**src/rtl/uart_pkg.sv**
```systemverilog
// Shared UART definitions: FSM state encoding, baud_set codes, 16x oversample
// constant and the sample-tick divider helper, common to receiver and transmitter.
package uart_pkg;

  localparam int unsigned OVERSAMPLE = 16;

  localparam logic [2:0] BAUD_9600   = 3'd0;
  localparam logic [2:0] BAUD_19200  = 3'd1;
  localparam logic [2:0] BAUD_38400  = 3'd2;
  localparam logic [2:0] BAUD_57600  = 3'd3;
  localparam logic [2:0] BAUD_115200 = 3'd4;

`ifdef UART_RX_PARITY_EN
  typedef enum logic [2:0] {
    ST_IDLE = 3'd0, ST_START = 3'd1, ST_DATA = 3'd2, ST_STOP = 3'd3, ST_PARITY = 3'd4
  } rx_state_e;
`else
  typedef enum logic [2:0] {
    ST_IDLE = 3'd0, ST_START = 3'd1, ST_DATA = 3'd2, ST_STOP = 3'd3
  } rx_state_e;
`endif

  // Unused codes fall back to the slowest rate.
  function automatic int unsigned baud_rate(input logic [2:0] code);
    case (code)
      BAUD_19200:  return 19200;
      BAUD_38400:  return 38400;
      BAUD_57600:  return 57600;
      BAUD_115200: return 115200;
      default:     return 9600;
    endcase
  endfunction

  function automatic int unsigned tick_div(input int unsigned clk_freq, input logic [2:0] code);
    int unsigned d;
    d = clk_freq / (baud_rate(code) * OVERSAMPLE);
    return (d == 0) ? 1 : d;
  endfunction

endpackage

```
**src/rtl/uart_rx_tick_gen.sv**
```systemverilog
// 16x oversample tick generator: per-rate divider chosen by baud_set,
// held at zero while clr is high so the tick phase starts at the start edge.
module uart_rx_tick_gen
  import uart_pkg::*;
#(
  parameter int unsigned CLK_FREQ = 50_000_000
) (
  input  logic       clk,
  input  logic       rst,
  input  logic [2:0] baud_set,
  input  logic       clr,
  output logic       tick
);

  localparam int unsigned DIV_0 = tick_div(CLK_FREQ, BAUD_9600);
  localparam int unsigned DIV_1 = tick_div(CLK_FREQ, BAUD_19200);
  localparam int unsigned DIV_2 = tick_div(CLK_FREQ, BAUD_38400);
  localparam int unsigned DIV_3 = tick_div(CLK_FREQ, BAUD_57600);
  localparam int unsigned DIV_4 = tick_div(CLK_FREQ, BAUD_115200);
  localparam int CW = (DIV_0 < 2) ? 1 : $clog2(DIV_0 + 1);

  logic [CW-1:0] div_lim;
  logic [CW-1:0] cnt_q, cnt_d;
  logic          wrap;

  always_comb begin
    case (baud_set)
      BAUD_19200:  div_lim = CW'(DIV_1 - 1);
      BAUD_38400:  div_lim = CW'(DIV_2 - 1);
      BAUD_57600:  div_lim = CW'(DIV_3 - 1);
      BAUD_115200: div_lim = CW'(DIV_4 - 1);
      default:     div_lim = CW'(DIV_0 - 1);
    endcase
  end

  // ">=" rather than "==" so a mid-frame rate change cannot strand the counter.
  always_comb begin
    wrap  = (cnt_q >= div_lim);
    cnt_d = cnt_q + 1'b1;
    if (clr || wrap) cnt_d = '0;
    tick  = wrap && !clr;
  end

  always_ff @(posedge clk or negedge rst) begin
    if (!rst) cnt_q <= '0;
    else      cnt_q <= cnt_d;
  end

endmodule

```
**src/rtl/uart_byte_rx.sv**
```systemverilog
// UART byte receiver, 8N1 with 16x oversampling and 2-of-3 majority voting.
// Define UART_RX_PARITY_EN for 8E1 with an extra parity_err pulse output.
module uart_byte_rx
  import uart_pkg::*;
#(
  parameter int unsigned CLK_FREQ = 50_000_000
) (
  input  logic       clk,
  input  logic       rst,
  input  logic [2:0] baud_set,
  input  logic       rs232_rx,
  output logic [7:0] data_byte,
  output logic       rx_done,
  output logic       frame_err,
  output logic       uart_state
`ifdef UART_RX_PARITY_EN
  ,
  output logic       parity_err
`endif
);

  rx_state_e   state_q, state_d;
  logic        sync1_q, sync1_d, sync2_q, sync2_d, prev_q, prev_d;
  logic [3:0]  tick_cnt_q, tick_cnt_d;
  logic [2:0]  bit_cnt_q, bit_cnt_d;
  logic [1:0]  ones_q, ones_d, ones_now;
  logic [7:0]  shift_q, shift_d;
  logic [7:0]  data_byte_q, data_byte_d;
  logic        rx_done_q, rx_done_d, frame_err_q, frame_err_d;
  logic        uart_state_q, uart_state_d;
  logic        tick, tick_clr, rx_fall, vote, t8, t15;
`ifdef UART_RX_PARITY_EN
  logic        par_q, par_d, parity_err_q, parity_err_d;
`endif

  assign tick_clr = (state_q == ST_IDLE);

  uart_rx_tick_gen #(.CLK_FREQ(CLK_FREQ)) u_tick_gen (
    .clk      (clk),
    .rst      (rst),
    .baud_set (baud_set),
    .clr      (tick_clr),
    .tick     (tick)
  );

  always_comb begin
    sync1_d      = rs232_rx;
    sync2_d      = sync1_q;
    prev_d       = sync2_q;
    state_d      = state_q;
    tick_cnt_d   = tick_cnt_q;
    bit_cnt_d    = bit_cnt_q;
    ones_d       = ones_q;
    shift_d      = shift_q;
    data_byte_d  = data_byte_q;
    rx_done_d    = 1'b0;
    frame_err_d  = 1'b0;
`ifdef UART_RX_PARITY_EN
    par_d        = par_q;
    parity_err_d = 1'b0;
`endif
    rx_fall  = prev_q & ~sync2_q;
    // ones_q holds the votes from ticks 6 and 7; tick 8 adds the live sample.
    ones_now = ones_q + {1'b0, sync2_q};
    vote     = ones_now[1];
    t8       = tick && (tick_cnt_q == 4'd8);
    t15      = tick && (tick_cnt_q == 4'd15);

    if (state_q == ST_IDLE) begin
      tick_cnt_d = '0;
      bit_cnt_d  = '0;
      ones_d     = '0;
      if (rx_fall) state_d = ST_START;
    end else if (tick) begin
      tick_cnt_d = tick_cnt_q + 4'd1;
      if (tick_cnt_q >= 4'd6 && tick_cnt_q <= 4'd8) ones_d = ones_now;
      if (tick_cnt_q == 4'd15) ones_d = '0;
    end

    case (state_q)
      ST_IDLE: ;
      ST_START: begin
        if (t8 && vote) state_d = ST_IDLE;
        else if (t15)   state_d = ST_DATA;
      end
      ST_DATA: begin
        if (t8) shift_d = {vote, shift_q[7:1]};
        if (t15) begin
          bit_cnt_d = bit_cnt_q + 3'd1;
          if (bit_cnt_q == 3'd7) begin
`ifdef UART_RX_PARITY_EN
            state_d = ST_PARITY;
`else
            state_d = ST_STOP;
`endif
          end
        end
      end
`ifdef UART_RX_PARITY_EN
      ST_PARITY: begin
        if (t8)  par_d   = vote;
        if (t15) state_d = ST_STOP;
      end
`endif
      ST_STOP: begin
        // Leave half a bit early so the next start edge is never missed.
        if (t8) begin
          state_d = ST_IDLE;
          if (!vote) frame_err_d = 1'b1;
`ifdef UART_RX_PARITY_EN
          else if (^{shift_q, par_q}) parity_err_d = 1'b1;
`endif
          else begin
            rx_done_d   = 1'b1;
            data_byte_d = shift_q;
          end
        end
      end
      default: state_d = ST_IDLE;
    endcase

    uart_state_d = (state_d != ST_IDLE);
  end

  always_ff @(posedge clk or negedge rst) begin
    if (!rst) begin
      sync1_q      <= 1'b1;
      sync2_q      <= 1'b1;
      prev_q       <= 1'b1;
      state_q      <= ST_IDLE;
      tick_cnt_q   <= '0;
      bit_cnt_q    <= '0;
      ones_q       <= '0;
      shift_q      <= '0;
      data_byte_q  <= 8'h00;
      rx_done_q    <= 1'b0;
      frame_err_q  <= 1'b0;
      uart_state_q <= 1'b0;
`ifdef UART_RX_PARITY_EN
      par_q        <= 1'b0;
      parity_err_q <= 1'b0;
`endif
    end else begin
      sync1_q      <= sync1_d;
      sync2_q      <= sync2_d;
      prev_q       <= prev_d;
      state_q      <= state_d;
      tick_cnt_q   <= tick_cnt_d;
      bit_cnt_q    <= bit_cnt_d;
      ones_q       <= ones_d;
      shift_q      <= shift_d;
      data_byte_q  <= data_byte_d;
      rx_done_q    <= rx_done_d;
      frame_err_q  <= frame_err_d;
      uart_state_q <= uart_state_d;
`ifdef UART_RX_PARITY_EN
      par_q        <= par_d;
      parity_err_q <= parity_err_d;
`endif
    end
  end

  assign data_byte  = data_byte_q;
  assign rx_done    = rx_done_q;
  assign frame_err  = frame_err_q;
  assign uart_state = uart_state_q;
`ifdef UART_RX_PARITY_EN
  assign parity_err = parity_err_q;
`endif

endmodule

```
**config.mk**
```make
export PLATFORM = sky130hd
export DESIGN_NAME = uart_byte_rx
export DESIGN_NICKNAME = d
export VERILOG_FILES = /design/src/rtl/uart_pkg.sv /design/src/rtl/uart_rx_tick_gen.sv /design/src/rtl/uart_byte_rx.sv
export SDC_FILE = /design/constraint.sdc
export NUM_CORES = 1
export LEC_CHECK = 0
export CORE_AREA = 2 2 95 97
export CTS_BUF_LIST = sky130_fd_sc_hd__clkbuf_4
export DETAILED_ROUTE_END_ITERATION = 7
export DIE_AREA = 0 0 97 99
export GPL_TIMING_DRIVEN = 0
export SYNTH_ARGS = -nofsm -noshare
export SYNTH_HDL_FRONTEND = slang
export SYNTH_SLANG_ARGS = --single-unit
```
**constraint.sdc**
```tcl
create_clock -name clk -period 6.05 [get_ports clk]
set_input_delay 0.605 -clock clk [delete_from_list [all_inputs] [get_ports clk]]
set_output_delay 0.605 -clock clk [all_outputs]
set_load 0.05 [all_outputs]
```
### Word-level counts from Yosys, hierarchy flattened

Index checks and enable logic that the tools add are counted.

| storage, ports and cells | value |
|---|---|
| register bits | 43 |
| input bits | 6 |

| operators by class | value |
|---|---|
| $lt $le $gt $ge | 3 |
| multiplexer cells | 25 |
| $add $sub $neg | 4 |
| bitwise operators | 2 |
| reduce and logical (&&, ||, !) cells | 14 |
| equal/unequal tests | 10 |

Operator list:

| cell | count |
|---|---|
| one-hot mux 9 bit (4 select lines) | 1 |
| 2-to-1 mux 3 bit | 10 |
| == test 3 x 2 -> 1 bit, second input constant | 4 |
| one-hot mux 3 bit (4 select lines) | 1 |
| adder 9 x 1 -> 9 bit, second input constant | 1 |
| >= comparator 9 bit | 1 |
| 2-to-1 mux 9 bit | 1 |
| == test 4 bit, second input constant | 2 |
| 2-to-1 mux 2 bit | 4 |
| 2-to-1 mux 4 bit | 2 |
| == test 3 x 1 -> 1 bit, second input constant | 2 |
| == test 3 bit, second input constant | 2 |
| 2-to-1 mux 1 bit | 6 |
| nonzero test 3 bit | 2 |
| logical AND 1 bit | 5 |
| adder 4 x 1 -> 4 bit, second input constant | 1 |
| >= comparator 4 x 3 -> 1 bit, second input constant | 1 |
| <= comparator 4 bit, second input constant | 1 |
| AND reduction 2 bit | 2 |
| adder 3 x 1 -> 3 bit, second input constant | 1 |
| logical NOT 3 bit | 1 |
| AND reduction 3 bit | 1 |
| adder 2 x 1 -> 2 bit | 1 |
| nonzero test 2 bit | 1 |
| 4 further kinds | 4 |

### Logic depth before layout (Yosys ltp)

| logic depth | value |
|---|---|
| depth after elaboration | 9 |
| depth in mapped cells | 12 |

### Modules after synthesis

A second synthesis with hierarchy kept.

| unflattened totals | value |
|---|---|
| cell total of the unflattened synthesis | 189 |
| area total of the unflattened synthesis | 2165.8 µm² |

By module, submodules not included:

| module | area each (µm²) | times used | cells an instance |
|---|---|---|---|
| uart_byte_rx | 1493.9 | 1 | 118 |
| uart_rx_tick_gen | 671.9 | 1 | 71 |

### Worst setup path after synthesis

OpenSTA, ideal clock, no wires.

| timing | value |
|---|---|
| kind | input to register |
| from | input port baud_set[2] |
| to | register shift_q[0] |
| data required time | 5.925 ns |
| arrival | 2.974 ns |
| library setup time | 0.125 ns |
| setup slack | 2.951 ns |
| stages on the path | 12 |
| path through | inv_1 -> or3_1 -> a21boi_0 -> nand2_1 -> ha_1 -> nand4_1 -> or3_1 -> o211ai_2 -> nor2_1 -> buf_2 -> nor3_4 -> mux2_2 |

| between the ends | value |
|---|---|
| word-level cells in the longest chain between the ends | 6 |
| elaborated cells between the ends (all ways) | 9 |
| those cells by class | order compare (1); eq/ne (4); mux (1); reduce/logical (3) |

RTL lines:

| item | RTL line | RTL |
|---|---|---|
| start: declaration | uart_byte_rx.sv:10 | `input logic [2:0] baud_set,` |
| == test 3 bit, or another cell as far along | uart_rx_tick_gen.sv:27 | `case (baud_set)` |
| one-hot mux 9 bit (4 select lines) * | uart_rx_tick_gen.sv:27 |  |
| >= comparator 9 bit * | uart_rx_tick_gen.sv:38 | `wrap = (cnt_q >= div_lim);` |
| logical AND 1 bit * | uart_rx_tick_gen.sv:41 | `tick = wrap && !clr;` |
| logical AND 1 bit * | uart_byte_rx.sv:66 | `t8 = tick && (tick_cnt_q == 4'd8);` |
| AND reduction 2 bit (no source line) * | - |  |
| end signal: assignment | uart_byte_rx.sv:151 | `shift_q <= shift_d;` |
| end: declaration | uart_byte_rx.sv:27 | `logic [7:0] shift_q, shift_d;` |

Mark *: on every way between the ends. The rest lies on a longest branch, timed or not.
A chain may end at the register's enable or synchronous reset.

### Worst setup path after layout

| timing | value |
|---|---|
| from | input port baud_set[1] |
| to | register data_byte_q[4], in the netlist data_byte[4] |

| between the ends | value |
|---|---|
| word-level cells in the longest chain between the ends | 6 |
| elaborated cells between the ends (all ways) | 9 |
| those cells by class | order compare (1); eq/ne (4); mux (1); reduce/logical (3) |

RTL lines:

| item | RTL line | RTL |
|---|---|---|
| == test 3 bit, or another cell as far along | uart_rx_tick_gen.sv:27 |  |
| one-hot mux 9 bit (4 select lines) * | uart_rx_tick_gen.sv:27 |  |
| >= comparator 9 bit * | uart_rx_tick_gen.sv:38 |  |
| logical AND 1 bit * | uart_rx_tick_gen.sv:41 |  |
| logical AND 1 bit * | uart_byte_rx.sv:66 |  |
| AND reduction 3 bit (no source line) * | - |  |
| end signal: assignment | uart_byte_rx.sv:152 | `data_byte_q <= data_byte_d;` |
| end: declaration | uart_byte_rx.sv:28 | `logic [7:0] data_byte_q, data_byte_d;` |

Marked as above.

==> reports/qor.tcl <==
set qor(totalWireLength_um) 3581
set qor(m1WireLength_um) 1862
set qor(power.share.combinational) 0.155
set qor(finish.net_count) 229
set qor(post-route-util) 0.2897
set qor(die_x_um) 97
set qor(crit_path_start_kind) {input port}
set qor(total_clock_sinks) 43
set qor(asyncSetResetFlopFracSynth) 1.000
set qor(grt_setup_unrepaired) {no}
set qor(antenna_found_initial) 0
set qor(maxCapViolations) 0
set qor(critical-path-top-cell-by-count) {or3_1}
set qor(timing.critical_path.fanout_max) 9
set qor(clk_path_buf_depth) 2
set qor(synthesis.yosys.warnings) 0
set qor(remaining_drc_errors) 0
set qor(cellPowerDensity_mw_per_mm2) 217.0
set qor(synth_nets) 205
set qor(switching_share) 0.2798
set qor(routed_via_density) 4.397
set qor(num_antenna_cells) 0
set qor(pwr-share-clk) 0.246
set qor(antenna_violating_nets_post_route) 0
set qor(worstPathRequired_ns) 6.28
set qor(die_area_sq_mm) 0.009603
set qor(timing.hold.worst.class) {input port to asynchronous set/reset pin}
set qor(ys_dominant_reg_cell) {dfrtp_1}
set qor(ctsRootBufferMaster) {clkbuf_4}
set qor(clk-insertion-delay-late_ns) 0.34
set qor(detailedRoute.firstIterationViolations) 62
set qor(drive_gt1_frac) 0.1675
set qor(routed.top_layer) {met4}
set qor(detailroute.wirelength.met2_um) 1570
set qor(ratio_of_final_minimum_period_to_clock_period) 0.5976
set qor(grt_use_total) 0.08233
set qor(worst_slew_margin_rel) 0.4785
set qor(timing.final.max_slew_violations) 0
set qor(post_synth_num_cell_types) 43
set qor(worst_slew_pin_slew_ns) 0.7763
set qor(wl_met3_um) 119
set qor(power.total_mw) 0.5375
set qor(ctsHtreeMaxLevel) 2
set qor(dp_hpwl_um) 2649
set qor(num_rows) 34
set qor(fin_setup_tns_ns) 0
set qor(ir_worst_vdd_uv) 87.44
set qor(power.leakage_nw) 1.150
set qor(io_pins) 17
set qor(hold_fix_buffer_count_after_cts) 0
set qor(cell_internal_pwr_mw) 0.3871
set qor(avgSynthCellArea_sq_um) 11.49
set qor(routed_wire_length_per_instance_um) 11.30
set qor(layout.cells.most_common) {dfrtp_1}
set qor(vias_in_the_first_global_route) 1446
set qor(mostFrequentLayoutCells) {dfrtp_1 (40), nor2_1 (16), mux2_2 (15), ha_1 (15), clkdlybuf4s50_1 (15)}
set qor(cts_resized) 0
set qor(maxClockFrequency_mhz) 276.6
set qor(synth_edf_count) 0
set qor(core_area_sq_mm) 0.008551
set qor(postCtsSetupRepairBufs) 0
set qor(end_kind) {flip-flop}
set qor(grt_first_pass_wirelength_um) 6589
set qor(synth_sequential_area_ratio) 0.5107
set qor(p_switching_mw) 0.1504
set qor(die_h_um) 99
set qor(area_growth_syn_to_layout_pct) 17.16
set qor(critPathSlowestCell) {nor4b_4}
set qor(finalSetupViolCount) 0
set qor(cts_inserted_buffers) 5
set qor(worst-setup-path-type) {input port to flip-flop}
set qor(layout_min_cycle_time_ns) 3.615
set qor(hold_viol) 0
set qor(gp_congestion) 0.7448
set qor(port_buffers) 16
set qor(status) {complete, no violations}
set qor(synth_area_sq_mm) 0.002115
set qor(clock_skew_ns) 0.008241
set qor(drt_pre_antenna_iters) 4
set qor(sequentialPowerShare) 0.599
set qor(grt.overflow.total) 0
set qor(clkSlewWorstSetupHoldPaths_ns) 0.12
set qor(sequence_of_cells_on_the_critical_path) {clkdlybuf4s50_1 -> or3_1 -> a21boi_0 -> nand2_1 -> ha_1 -> nand4_1 -> or3_1 -> o211ai_2 -> nor2_1 -> nor4b_4 -> mux2_2}
set qor(grt_start_max_net_pins) 28
set qor(routed-via-count) 1394
set qor(num-fill-cells) 874
set qor(synth_seq_cells) 43
set qor(initial_core_util) 0.2473
set qor(syn-instance-count) 184
set qor(cts_tree) {yes}
set qor(crit_path_max_incr_delay_ns) 0.65
set qor(worstPathArrival_ns) 3.85
final timing paths:
check	slack, ns	endpoint	start	cells past startpoint
setup / recovery	2.43	data_byte[4]$_DFFE_PN0P_	baud_set[1]	11
hold / removal	0.18	ones_q[0]$_DFFE_PN0P_	rst	1
setup reg to reg	3.36	data_byte[4]$_DFFE_PN0P_	u_tick_gen.cnt_q[0]$_DFF_PN0_	8
hold reg to reg	0.36	prev_d$_DFF_PN1_	sync1_q$_DFF_PN1_	0
max in group asynchronous	5.40	u_tick_gen.cnt_q[7]$_DFF_PN0_	rst	2
min in group clk	0.36	prev_d$_DFF_PN1_	sync1_q$_DFF_PN1_	0
metrics by stage:
step,area [sq um],hold WS (ns),setup slack (ns),cells
global route,2477,0.1816,2.076,317
detailed placement,2425,0.3496,2.048,309
CTS,2477,0.1818,2.411,317
floorplan,2115,0.3094,2.951,184
global placement,2410,0.3467,2.038,308
finish,2477,0.1810,2.435,317
power by group through the flow:
| stage | Clock [mW] | Combinational (mW) | Sequential [mW] |
|---|---|---|---|
| floorplan | 0 | 0.0536 | 0.328 |
| global placement | 0 | 0.0801 | 0.328 |
| detailed placement | 0 | 0.0837 | 0.328 |
| CTS | 0.142 | 0.0845 | 0.322 |
| global route | 0.155 | 0.0972 | 0.326 |
| finish | 0.132 | 0.0832 | 0.322 |
synth_stat cells, types with 2 or more instances:
library cell  instances  area share
o21a_1                3       0.011
or3_1                 4       0.012
inv_1                 7       0.012
dfrtp_1              40        0.47
mux2_2               15       0.080
nor3_1                4      0.0095
xnor2_1               3       0.012
or2_2                 3      0.0089
nand2b_1              3      0.0089
and3_1                2      0.0059
o21ai_0               2      0.0047
buf_2                 2      0.0047
nor3b_1               3       0.011
nand2_1              13       0.023
a21oi_1               5       0.012
nand3_1               8       0.019
xor2_1                5       0.021
ha_1                 15       0.089
clkbuf_1              2      0.0036
a21boi_0              2      0.0071
mux2i_1               3       0.014
a211oi_1              2      0.0071
nor2_1               16       0.028
dfstp_2               3       0.037
layout make-up:
| type | count | area [sq um] | area share |
|---|---|---|---|
| flip-flops and latches | 43 | 1080 | 0.4359 |
| plain buffers | 4 | 17.52 | 0.007071 |
| inverters | 7 | 26.28 | 0.01061 |
| well taps | 108 | 135.1 | 0.05455 |
| clock inverters | 2 | 7.507 | 0.003030 |
| clock buffers | 6 | 45.04 | 0.01818 |
| repair buffers | 17 | 175.2 | 0.07071 |
| multi-input cells | 130 | 991.0 | 0.4000 |
registers in the layout, summed over array words and instances, names as in the netlist:
signal            flops
tick_cnt_q            4
frame_err             1
data_byte             8
prev_d                1
state_q               3
uart_state            1
prev_q                1
ones_q                2
sync1_q               1
bit_cnt_q             3
shift_q               8
rx_done               1
u_tick_gen.cnt_q      9
per-layer routing:
metal  up-vias  global-route usage
li1        697                   -
met1       669              0.1121
met2        23              0.1293
met3         5             0.02057
met4         0             0.02600
met5         -                   0
cells by family after synthesis:
family / Yosys count / synth area share
other cells: 1 / 0.001773
xor+xnor: 8 / 0.03314
buf+inv: 11 / 0.02071
simple gates: 62 / 0.1580
mux: 19 / 0.09941
fa+ha+maj: 15 / 0.08876
flops: 43 / 0.5107
compound gates: 25 / 0.08758
critical path: cells and delay by family:
family,cells,cell delay [ns]
and+or+nand+nor,6,1.57
buffers and inverters,1,0.52
adders and majority gates,1,0.32
muxes,1,0.40
AOI/OAI and AO/OA,2,0.41
Power figures use the tool's default switching activity.
